===== src/rtl/btn_event_arbiter.sv =====
// Latches button press pulses as pending events and issues them one at a time
// over valid/ready, using a round-robin search and a saturating drop counter.
module btn_event_arbiter #(
  parameter int N_BTN  = 4,
  parameter int IDX_W  = 2,
  parameter int DROP_W = 8
) (
  input  logic              clk_i,
  input  logic              rst_i,
  input  logic [N_BTN-1:0]  btn_pulse_i,
  input  logic              evt_ready_i,
  output logic              evt_valid_o,
  output logic [IDX_W-1:0]  evt_idx_o,
  output logic [N_BTN-1:0]  pending_o,
  output logic [DROP_W-1:0] drop_cnt_o
);

  localparam int CNT_W = $clog2(N_BTN + 1);
  localparam int SUM_W = DROP_W + 6;

  typedef enum logic {IDLE, HOLD} state_t;

  state_t             state;
  logic [IDX_W-1:0]   rr;

  logic               found;
  logic [IDX_W-1:0]   gnt_idx;
  logic [IDX_W:0]     probe;
  logic               fire;
  logic [N_BTN-1:0]   gnt_mask;
  logic [N_BTN-1:0]   drops;
  logic [CNT_W-1:0]   ndrop;
  logic [SUM_W-1:0]   drop_sum;
  logic [DROP_W-1:0]  drop_next;

  // First set pending bit at or above rr, wrapping modulo N_BTN.
  always_comb begin
    found   = 1'b0;
    gnt_idx = '0;
    probe   = '0;
    for (int i = 0; i < N_BTN; i++) begin
      probe = {1'b0, rr} + (IDX_W+1)'(i);
      if (probe >= (IDX_W+1)'(N_BTN))
        probe = probe - (IDX_W+1)'(N_BTN);
      if (!found && pending_o[probe[IDX_W-1:0]]) begin
        found   = 1'b1;
        gnt_idx = probe[IDX_W-1:0];
      end
    end
  end

  // A grant happens from IDLE, or from HOLD when the current event is accepted.
  assign fire     = found && ((state == IDLE) || evt_ready_i);
  assign gnt_mask = fire ? (N_BTN'(1) << gnt_idx) : '0;
  assign drops    = btn_pulse_i & pending_o & ~gnt_mask;

  always_comb begin
    ndrop = '0;
    for (int i = 0; i < N_BTN; i++)
      ndrop = ndrop + CNT_W'(drops[i]);
  end

  assign drop_sum  = SUM_W'(drop_cnt_o) + SUM_W'(ndrop);
  assign drop_next = (drop_sum > SUM_W'({DROP_W{1'b1}})) ? {DROP_W{1'b1}}
                                                         : drop_sum[DROP_W-1:0];

  always_ff @(posedge clk_i or posedge rst_i) begin
    if (rst_i) begin
      state       <= IDLE;
      rr          <= '0;
      evt_valid_o <= 1'b0;
      evt_idx_o   <= '0;
      pending_o   <= '0;
      drop_cnt_o  <= '0;
    end else begin
      pending_o  <= (pending_o & ~gnt_mask) | btn_pulse_i;
      drop_cnt_o <= drop_next;
      if (fire) begin
        state       <= HOLD;
        evt_valid_o <= 1'b1;
        evt_idx_o   <= gnt_idx;
        rr          <= (gnt_idx == IDX_W'(N_BTN - 1)) ? '0 : gnt_idx + 1'b1;
      end else if (state == HOLD && evt_ready_i) begin
        state       <= IDLE;
        evt_valid_o <= 1'b0;
      end
    end
  end

endmodule


===== config.mk =====
export PLATFORM = sky130hd
export DESIGN_NAME = btn_event_arbiter
export DESIGN_NICKNAME = d
export VERILOG_FILES = /design/src/rtl/btn_event_arbiter.sv
export SDC_FILE = /design/constraint.sdc
export NUM_CORES = 1
export LEC_CHECK = 0
export BUFFER_PORTS_ARGS = -buffer_cell sky130_fd_sc_hd__clkbuf_2
export CORE_ASPECT_RATIO = 0.8
export CORE_UTILIZATION = 51
export DETAILED_ROUTE_END_ITERATION = 8
export GPL_TIMING_DRIVEN = 0
export PLACE_DENSITY = 0.76
export REMOVE_ABC_BUFFERS = 1
export SKIP_LAST_GASP = 1
export SLEW_MARGIN = 30
export SYNTH_ARGS = -nofsm -noshare
export SYNTH_HDL_FRONTEND = slang
export SYNTH_SLANG_ARGS = --single-unit

===== constraint.sdc =====
create_clock -name clk_i -period 3.5 [get_ports clk_i]
set_clock_uncertainty 0.05 [all_clocks]
set_input_delay 0.7 -clock clk_i [delete_from_list [all_inputs] [get_ports clk_i]]
set_output_delay 0.7 -clock clk_i [all_outputs]
set_load 0.02 [all_outputs]

# == Yosys cells after proc, flatten, opt, wreduce, memory -nomap -nowiden ==
# Cells that the tools add are included.
# op_classes
addsub,12
n_lt_le_gt_ge,9
n_eq_ne,1
shift,1
mux,25
bitwise,6
n_reduce_logical,10
# op_table
operator,count
2-to-1 mux 2 bit,9
AND 4 bit,3
less-than comparator 2 x 3 -> 1 bit (second input constant),4
2-to-1 mux 1 bit,10
adder 8 x 3 -> 9 bit,1
>= comparator 3 bit (second input constant),3
greater-than comparator 9 x 8 -> 1 bit (second input constant),1
binary-select mux 1 bit (select 2 bit),4
2-to-1 mux 8 bit,1
subtractor 2 x 1 -> 2 bit (second input constant),4
adder 2 x 2 -> 3 bit (second input constant),2
logical AND 1 bit,5
2-to-1 mux 4 bit,1
inverter 4 bit,1
OR 4 bit,1
left shift 1 x 2 -> 4 bit (first input constant),1
adder 2 x 1 -> 3 bit,1
adder 2 x 1 -> 3 bit (second input constant),1
adder 3 x 1 -> 3 bit,1
>= comparator 2 x 3 -> 1 bit (second input constant),1
zero test 1 bit,3
adder 1 x 1 -> 2 bit,1
adder 2 x 1 -> 2 bit (second input constant),1
== test 2 bit (second input constant),1
3 further kinds,3
# word_totals
register_bits,17
input_bits,7
out_inout_bits,15

# == Longest topological paths before layout ==
# Gate-level depths: netlist (run 1).
# depth
word_depth,24
mapped_depth,14

# == Least setup slack after synthesis (run 1) ==
# OpenSTA, ideal clock, no wires.
# synth_timing
kind,reg2reg
startpoint,register pending_o[1]
endpoint,register drop_cnt_o[7]
arrival_time_ns,3.039
t_required_ns,3.325
setup_slack_ns,0.286
stages_incl_launch_ff,14
path_buffers,0
period_less_slack_ns,3.214
path_cell_list,dfrtp_1 > nand2b_1 > a21oi_1 > o32a_1 > inv_1 > ha_1 > a21boi_1 > nand2_1 > fa_1 > fa_1 > nor2b_1 > o211ai_1 > nor2_1 > mux2_2
# synth_between
elab_chain_cells,22
# synth_rtl
item,line_no,rtl
from (decl),14,"output logic [N_BTN-1:0] pending_o,"
from (signal assigned),76,pending_o <= (pending_o & ~gnt_mask) | btn_pulse_i;
binary-select mux 1 bit (select 2 bit),45,if (!found && pending_o[probe[IDX_W-1:0]]) begin
2-to-1 mux 1 bit (implied by the code),45,
2-to-1 mux 1 bit,45,
zero test 1 bit,45,
logical AND 1 bit,45,
2-to-1 mux 1 bit,45,
zero test 1 bit,45,
logical AND 1 bit,45,
[4 not listed],-,
net gnt_idx[1],27,logic [IDX_W-1:0] gnt_idx;
[3 not listed],-,
AND 4 bit (*),55,assign drops = btn_pulse_i & pending_o & ~gnt_mask;
adder 1 x 1 -> 2 bit,60,ndrop = ndrop + CNT_W'(drops[i]);
adder 2 x 1 -> 3 bit,60,
adder 3 x 1 -> 3 bit (*),60,
adder 8 x 3 -> 9 bit (*),63,assign drop_sum = SUM_W'(drop_cnt_o) + SUM_W'(ndrop);
greater-than comparator 9 x 8 -> 1 bit,64,assign drop_next = (drop_sum > SUM_W'({DROP_W{1'b1}})) ? {DROP_W{1'b1}}
2-to-1 mux 8 bit (*),64,
net drop_next[7],34,logic [DROP_W-1:0] drop_next;
to (signal assigned),77,drop_cnt_o <= drop_next;
to (decl),15,output logic [DROP_W-1:0] drop_cnt_o
# Mark *: on every way through the listed nets, which the timed path passes. The rest lies on a longest branch. The select of a mux whose other input is x is not followed.
# A chain may end at the register's enable or synchronous reset.

# == Worst setup path in the final report (run 1) ==
# layout_timing
startpoint,register pending_o[1]
endpoint,register drop_cnt_o[6]
# Same word-level chain as after synthesis.

==> results.md, run 1 <==
- Area of the multi-input gates: 497 sq um
- Residual DRC count: 0
- Area growth from synthesis to layout: 22.2%
- Clk pin slew, worst setup/hold paths: 0.10 ns
- DP Cell Count: 133
- Total track usage: 21.2%
- Share of layout cells above drive strength 1: 33.9%
- Synth top area cells: dfrtp_1 45%, ha_1 6.7%, fa_1 6.4%
- Gr ovfl total: 0
- Gpl congestion: 0.781
- WL/cell: 13.8 um
- Mapped Area: 937 sq um
- Slew HR: 57.1%
- CP endpoint: drop_cnt_o[6]$_DFF_PP0_
- Worst EP arrival: 3.54 ns
- Die X: 49.9 um
- Clock sink total: 17
- Nets: 134
- Antenna viol nets, final: 0
- Crit. End Element: flip-flop
- Die Footprint: 2010 sq um
- Final setup vio count: 0
- Max-cap violations: 0
- Vias/cell: 5.14
- Worst-Margin Slew: 0.643 ns
- Core area: 1680 sq um
- Vias in the first global route: 635
- Depth of the most critical reg-to-reg path: 13
- Yosys cell types: 27
- Post-Route Setup TNS: 0 ns
- Post-Syn Area per Cell: 10.4 sq um
- Die H: 40.3 um
- Worst Path Max Fanout: 6
- Min-Delay Path Class: in -> async
- Area leader, netlist: dfrtp_1
- Lkg Pwr: 0.563 nW
- Row Count: 13
- Hold-fix buffers, CTS: 0
- ANT cells: 0
- DP HPWL: 1360 um
- Type of origin of the critical path: flip-flop
- Tmin final: 3.40 ns
- CTS tree: yes
- Worst vdd ir: 0.592 mV
- Critical path's top delay family: adder cells
- TritonCTS buffer count: 3
- Worst Setup SP: pending_o[1]$_DFF_PP0_
- Pin count of the biggest net entering global routing: 18
- Req. time, crit path: 3.64 ns
- Crit-path max cell delay: 0.54 ns
- Via count: 720
- Port Buffers: 21
- CTS Buffer Depth: 2
- Commonest non-fill, non-tap cell in the layout: clkbuf_2
- Ys Warns: 0
- First-pass GRT wire length: 2940 um
- H-tree levels: 1
- Design Area, Final: 1140 sq um
- Final period util: 97.1%
- Critical Path Stages: 13
- Sequential-to-total area share from yosys stat: 45.4%
- Cell at the slowest stage of the critical path: fa_1
- Worst path cell trace: nand2b_1 > a21oi_1 > o32a_1 > inv_1 > ha_1 > a21boi_2 > nand2_1 > fa_1 > fa_2 > inv_1 > fa_1 > nand4_1 > mux2_2
- DP Area: 1070 sq um
- Initial Util: 55.9%
- Worst-skew pair later-pin latency: 0.30 ns
- Total Wirelength: 1930 um
- Worst path bufs/invs: 2
- Fill count: 133
- RR Startpoint: pending_o[1]$_DFF_PP0_
- RR Endpoint: drop_cnt_o[6]$_DFF_PP0_
- Fmax: 0.294 GHz
- Final hold violations: 0
- Cell Pwr Density: 1070 nW/um^2
- Initial antenna violation count: 0
- Final Max Slew Viols: 0
- R2R setup slack: 0.10 ns
- Top-area cell type share of the netlist area: 45.4%
- Most frequent cells in the layout: 21 x clkbuf_2, 15 x dfrtp_1, 10 x inv_1, 9 x nand2_1, 5 x ha_1
- Initial DRC count: 18
- Count of state elements after synthesis: 17
- Root buf cell: clkbuf_4
- I/O pin cnt: 22
- Fin cells: 140
- Sequential Area: 428 sq um
- Status: finished, final reports clean
- Drt first pass iters: 4
- Worst hold slack: 0.405 ns
- Mapped Cells: 90
- Setup CP Type: reg -> reg
-- synthesized netlist by cell type --
cell type	n
nand2b_1	4
inv_1	10
ha_1	5
mux2_1	1
mux2_2	4
and2_1	1
and3_1	1
nor2b_1	4
xor2_1	2
nor2_1	4
o22ai_1	1
nor3b_1	2
a21oi_2	1
o211ai_1	1
fa_1	3
nor4_1	1
dfrtp_1	17
mux2i_1	1
nor3_1	1
nand4_1	2
a21oi_1	3
a21boi_1	4
o32a_1	1
nand2_1	9
nand3_1	1
o21ai_0	2
or2_1	4
-- registers in the layout, indices dropped and copies added, names as in the netlist --
signal      flops
pending_o       4
rr              2
drop_cnt_o      8
evt_idx_o       2
state           1
-- worst reg2reg max path, stage by stage (launching register included) --
cell and delay [ns]:
dfrtp_2 0.43, nand2b_1 0.16, a21oi_1 0.14, o32a_1 0.25, inv_1 0.09, ha_1 0.20
a21boi_2 0.15, nand2_1 0.08, fa_1 0.54, fa_2 0.22, inv_1 0.05, fa_1 0.47
nand4_1 0.13, mux2_2 0.33
-- metrics by stage --
step	util [%]	setup slack, ns	total power, mW
after floorplan	-	0.286	0.863
after global placement	63.9	0.172	1.02
after detailed placement	63.9	0.0263	1.05
after CTS	65.5	0.0198	1.17
after global routing	68.3	-0.0137	1.33
final	68.3	0.100	1.22
-- timing repair --
item	in CTS	in global routing
setup endpoints to repair	0	8
resized for setup	0	7
setup buffers	0	3
-- cells by family (layout without fill, tap and decap cells) --
| family | Yosys count | after routing | share of synthesized area [%] |
|---|---|---|---|
| simple gates | 34 | 34 | 19.2 |
| flops | 17 | 17 | 45.4 |
| compound gates | 13 | 13 | 9.35 |
| buf+inv | 10 | 38 | 4.01 |
| fa+ha+maj | 8 | 8 | 13.1 |
| mux | 6 | 6 | 7.08 |
| xor+xnor | 2 | 2 | 1.87 |
-- cell type report --
type	count	share of cell area, %
clock buffer	3	1.97
sequential	17	37.4
timing repair buffer	24	11.1
clock inverter	1	0.437
multi-input combinational	63	43.4
inverter	10	3.28
tap	22	2.40
-- power by group --
group | switching (mW) | total, mW | leakage [nW] | internal [mW]
registers | 0.0974 | 0.391 | 0.186 | 0.293
logic | 0.413 | 0.725 | 0.360 | 0.312
clock network | 0.0655 | 0.108 | 0.0177 | 0.0426
-- routing by layer --
layer | track usage, % | vias up | routed length [um]
met1 | 29.8 | 344 | 957
met3 | 4.55 | 6 | 69
met5 | 0 | - | 0
li1 | - | 355 | -
met2 | 31.4 | 15 | 883
met4 | 10.7 | 0 | 23
-- worst min-delay path by stage --
stage | startpoint | end | slack [ns] | cells past startpoint
6_report | rst_i | pending_o[3]$_DFF_PP0_ | 0.41 | 2
5_1_grt | rst_i | pending_o[3]$_DFF_PP0_ | 0.45 | 2
2_1_floorplan | rr[0]$_DFFE_PP0N_ | rr[0]$_DFFE_PP0N_ | 0.45 | 1
3_3_place_gp | evt_idx_o[1]$_DFFE_PP0N_ | evt_idx_o[1]$_DFFE_PP0N_ | 0.44 | 1
4_1_cts | rst_i | pending_o[3]$_DFF_PP0_ | 0.42 | 2
3_5_place_dp | evt_idx_o[1]$_DFFE_PP0N_ | evt_idx_o[1]$_DFFE_PP0N_ | 0.45 | 1
Note: power is estimated with default switching activity, not from simulation.
==> run 2: changes to the inputs <==
Settings changed: MAX_ROUTING_LAYER from default to met4.
==> run 2 against run 1 <==
Compared with the run above: clock-buffer cell count is the same; largest power group unchanged; combinational power is essentially flat; design area is the same; register-to-register slack is essentially flat; power shrank 0.29%; die area is the same; routed wire length shrank 0.62%; first-iteration DRC count shrank 44%.
==> results.md, run 2 (synthesis gave the netlist of run 1 again) <==
- Status: finished, final reports clean
- Total track usage: 22.1%
- Die Footprint: 2010 sq um
- Via count: 728
- Die X: 49.9 um
- Number of flip-flops in the largest register: 8
- Share of layout cells above drive strength 1: 33.9%
- Initial Util: 55.9%
- Tmin final: 3.39 ns
- Final Max Slew Viols: 0
- Global-route met1 utilization: 29.8%
- Antenna viol nets, final: 0
- Final hold violations: 0
- P_int: 0.648 mW
- DP HPWL: 1360 um
- Setup CP Type: reg -> reg
- Type of origin of the critical path: flip-flop
- ANT cells: 0
- Vias/cell: 5.20
- Worst vdd ir: 0.588 mV
- WL/cell: 13.7 um
- Share of total power in the clock network: 8.8%
- Worst-skew pair later-pin latency: 0.29 ns
- Die H: 40.3 um
- Fin cells: 140
- Core area: 1680 sq um
- I/O pin cnt: 22
- Worst path bufs/invs: 2
- Met3 usage: 5.68%
- Grt peak-use layer: met2
- Root buf cell: clkbuf_4
- Crit. End Element: flip-flop
- Worst-Margin Slew: 0.658 ns
- Min-Delay Path Class: in -> async
- Max-cap violations: 0
- Slew HR: 56.1%
- Part of the power in combinational logic: 59.3%
- Fmax: 0.295 GHz
- Design Area, Final: 1140 sq um
- Initial antenna violation count: 0
- Worst path cell trace: nand2b_1 > a21oi_1 > o32a_1 > inv_1 > ha_1 > a21boi_2 > nand2_1 > fa_1 > fa_2 > inv_1 > fa_1 > nand4_1 > mux2_2
- Lkg Pwr: 0.563 nW
- Total Wirelength: 1920 um
- Nets: 134
- Sw frac: 46.9%
- Crit-path max cell delay: 0.54 ns
- Final setup vio count: 0
- Worst EP arrival: 3.53 ns
- Net Switching: 0.572 mW
- CTS Buffer Depth: 2
- Critical path's top delay family: adder cells
- First-pass GRT wire length: 2940 um
- Most flop-heavy register: drop_cnt_o
- Setup ws final: 0.111 ns
- Core Util, Final: 68.3%
- Final period util: 96.8%
- Port Buffers: 21
- Clk pin slew, worst setup/hold paths: 0.10 ns
- Gpl congestion: 0.792
- H-tree levels: 1
- DP Area: 1070 sq um
- M2 GR Usage: 31.4%
- Commonest non-fill, non-tap cell in the layout: clkbuf_2
- Cell at the slowest stage of the critical path: fa_1
- Vias in the first global route: 640
- Most frequent cells in the layout: 21 x clkbuf_2, 15 x dfrtp_1, 10 x inv_1, 9 x nand2_1, 5 x ha_1
- DP Cell Count: 133
- R2R setup slack: 0.11 ns
- Clock sink total: 17
- Worst Path Max Fanout: 6
- Hold-fix buffers, CTS: 0
- Worst slack, placed: 0.0263 ns
- Regs by FF count: drop_cnt_o x8, pending_o x4
- Gr ovfl total: 0
- Register share of total power: 31.9%
- CTS tree: yes
- Row Count: 13
- Initial DRC count: 10
- Area growth from synthesis to layout: 22.2%
- Req. time, crit path: 3.64 ns
- Cell Pwr Density: 1070 nW/um^2
- TritonCTS buffer count: 3
- Pin count of the biggest net entering global routing: 18
- Drt first pass iters: 4
- Residual DRC count: 0
[run 2: cell counts in the layout (fill, tap and decap cells not counted)]
No cell type changed its count.
[run 2: power by group through the flow]
| stage | combinational [mW] | sequential, mW | clock [mW] |
|---|---|---|---|
| finish | 0.723 | 0.389 | 0.107 |
| global route | 0.810 | 0.404 | 0.120 |
| CTS | 0.669 | 0.387 | 0.112 |
| detailed placement | 0.663 | 0.391 | 0 |
| global placement | 0.638 | 0.383 | 0 |
| floorplan | 0.396 | 0.467 | 0 |
[run 2: timing repair]
action	CTS	global route
buffers inserted	0	3
resized for setup	0	7
setup endpoints to repair	0	8
[run 2: worst reg2reg max path: cells and delay by family (launching register included)]
family                   cells  cell delay, ns
adder cells (fa/ha/maj)      4            1.42
AND/OR/NAND/NOR              3            0.37
flip-flops                   1            0.43
multiplexers                 1            0.33
buffers and inverters        2            0.14
AO/OA/AOI/OAI                3            0.54
[run 2: layout make-up]
| cell class | instances | area [sq um] |
|---|---|---|
| multi-input cells | 63 | 497 |
| flip-flops and latches | 17 | 428 |
| inverters | 10 | 37.5 |
| fillers | 133 | 531 |
| clock buffers | 3 | 22.5 |
| repair buffers | 24 | 128 |
| well taps | 22 | 27.5 |
| clock inverters | 1 | 5.00 |
[run 2: layer usage]
metal  up-vias  wire length (um)
met5         -                 0
li1        356                 -
met1       355               936
met3         2                75
met4         0                13
met2        15               895
[run 2: metrics by stage]
stage | hold slack, ns | power (mW) | setup TNS, ns
floorplan | 0.455 | 0.863 | 0
detailed placement | 0.448 | 1.05 | 0
global placement | 0.442 | 1.02 | 0
global route | 0.448 | 1.33 | -0.0151
finish | 0.413 | 1.22 | 0
CTS | 0.417 | 1.17 | 0
[run 2: final timing paths]
path                                       endpoint  depth (start not counted)                      from
hold reg to reg            evt_idx_o[1]$_DFFE_PP0N_                          1  evt_idx_o[1]$_DFFE_PP0N_
hold / removal               pending_o[3]$_DFF_PP0_                          2                     rst_i
setup reg to reg            drop_cnt_o[6]$_DFF_PP0_                         13    pending_o[1]$_DFF_PP0_
max in group asynchronous    pending_o[0]$_DFF_PP0_                          2                     rst_i
setup / recovery            drop_cnt_o[6]$_DFF_PP0_                         13    pending_o[1]$_DFF_PP0_
min in group clk_i         evt_idx_o[1]$_DFFE_PP0N_                          1  evt_idx_o[1]$_DFFE_PP0N_
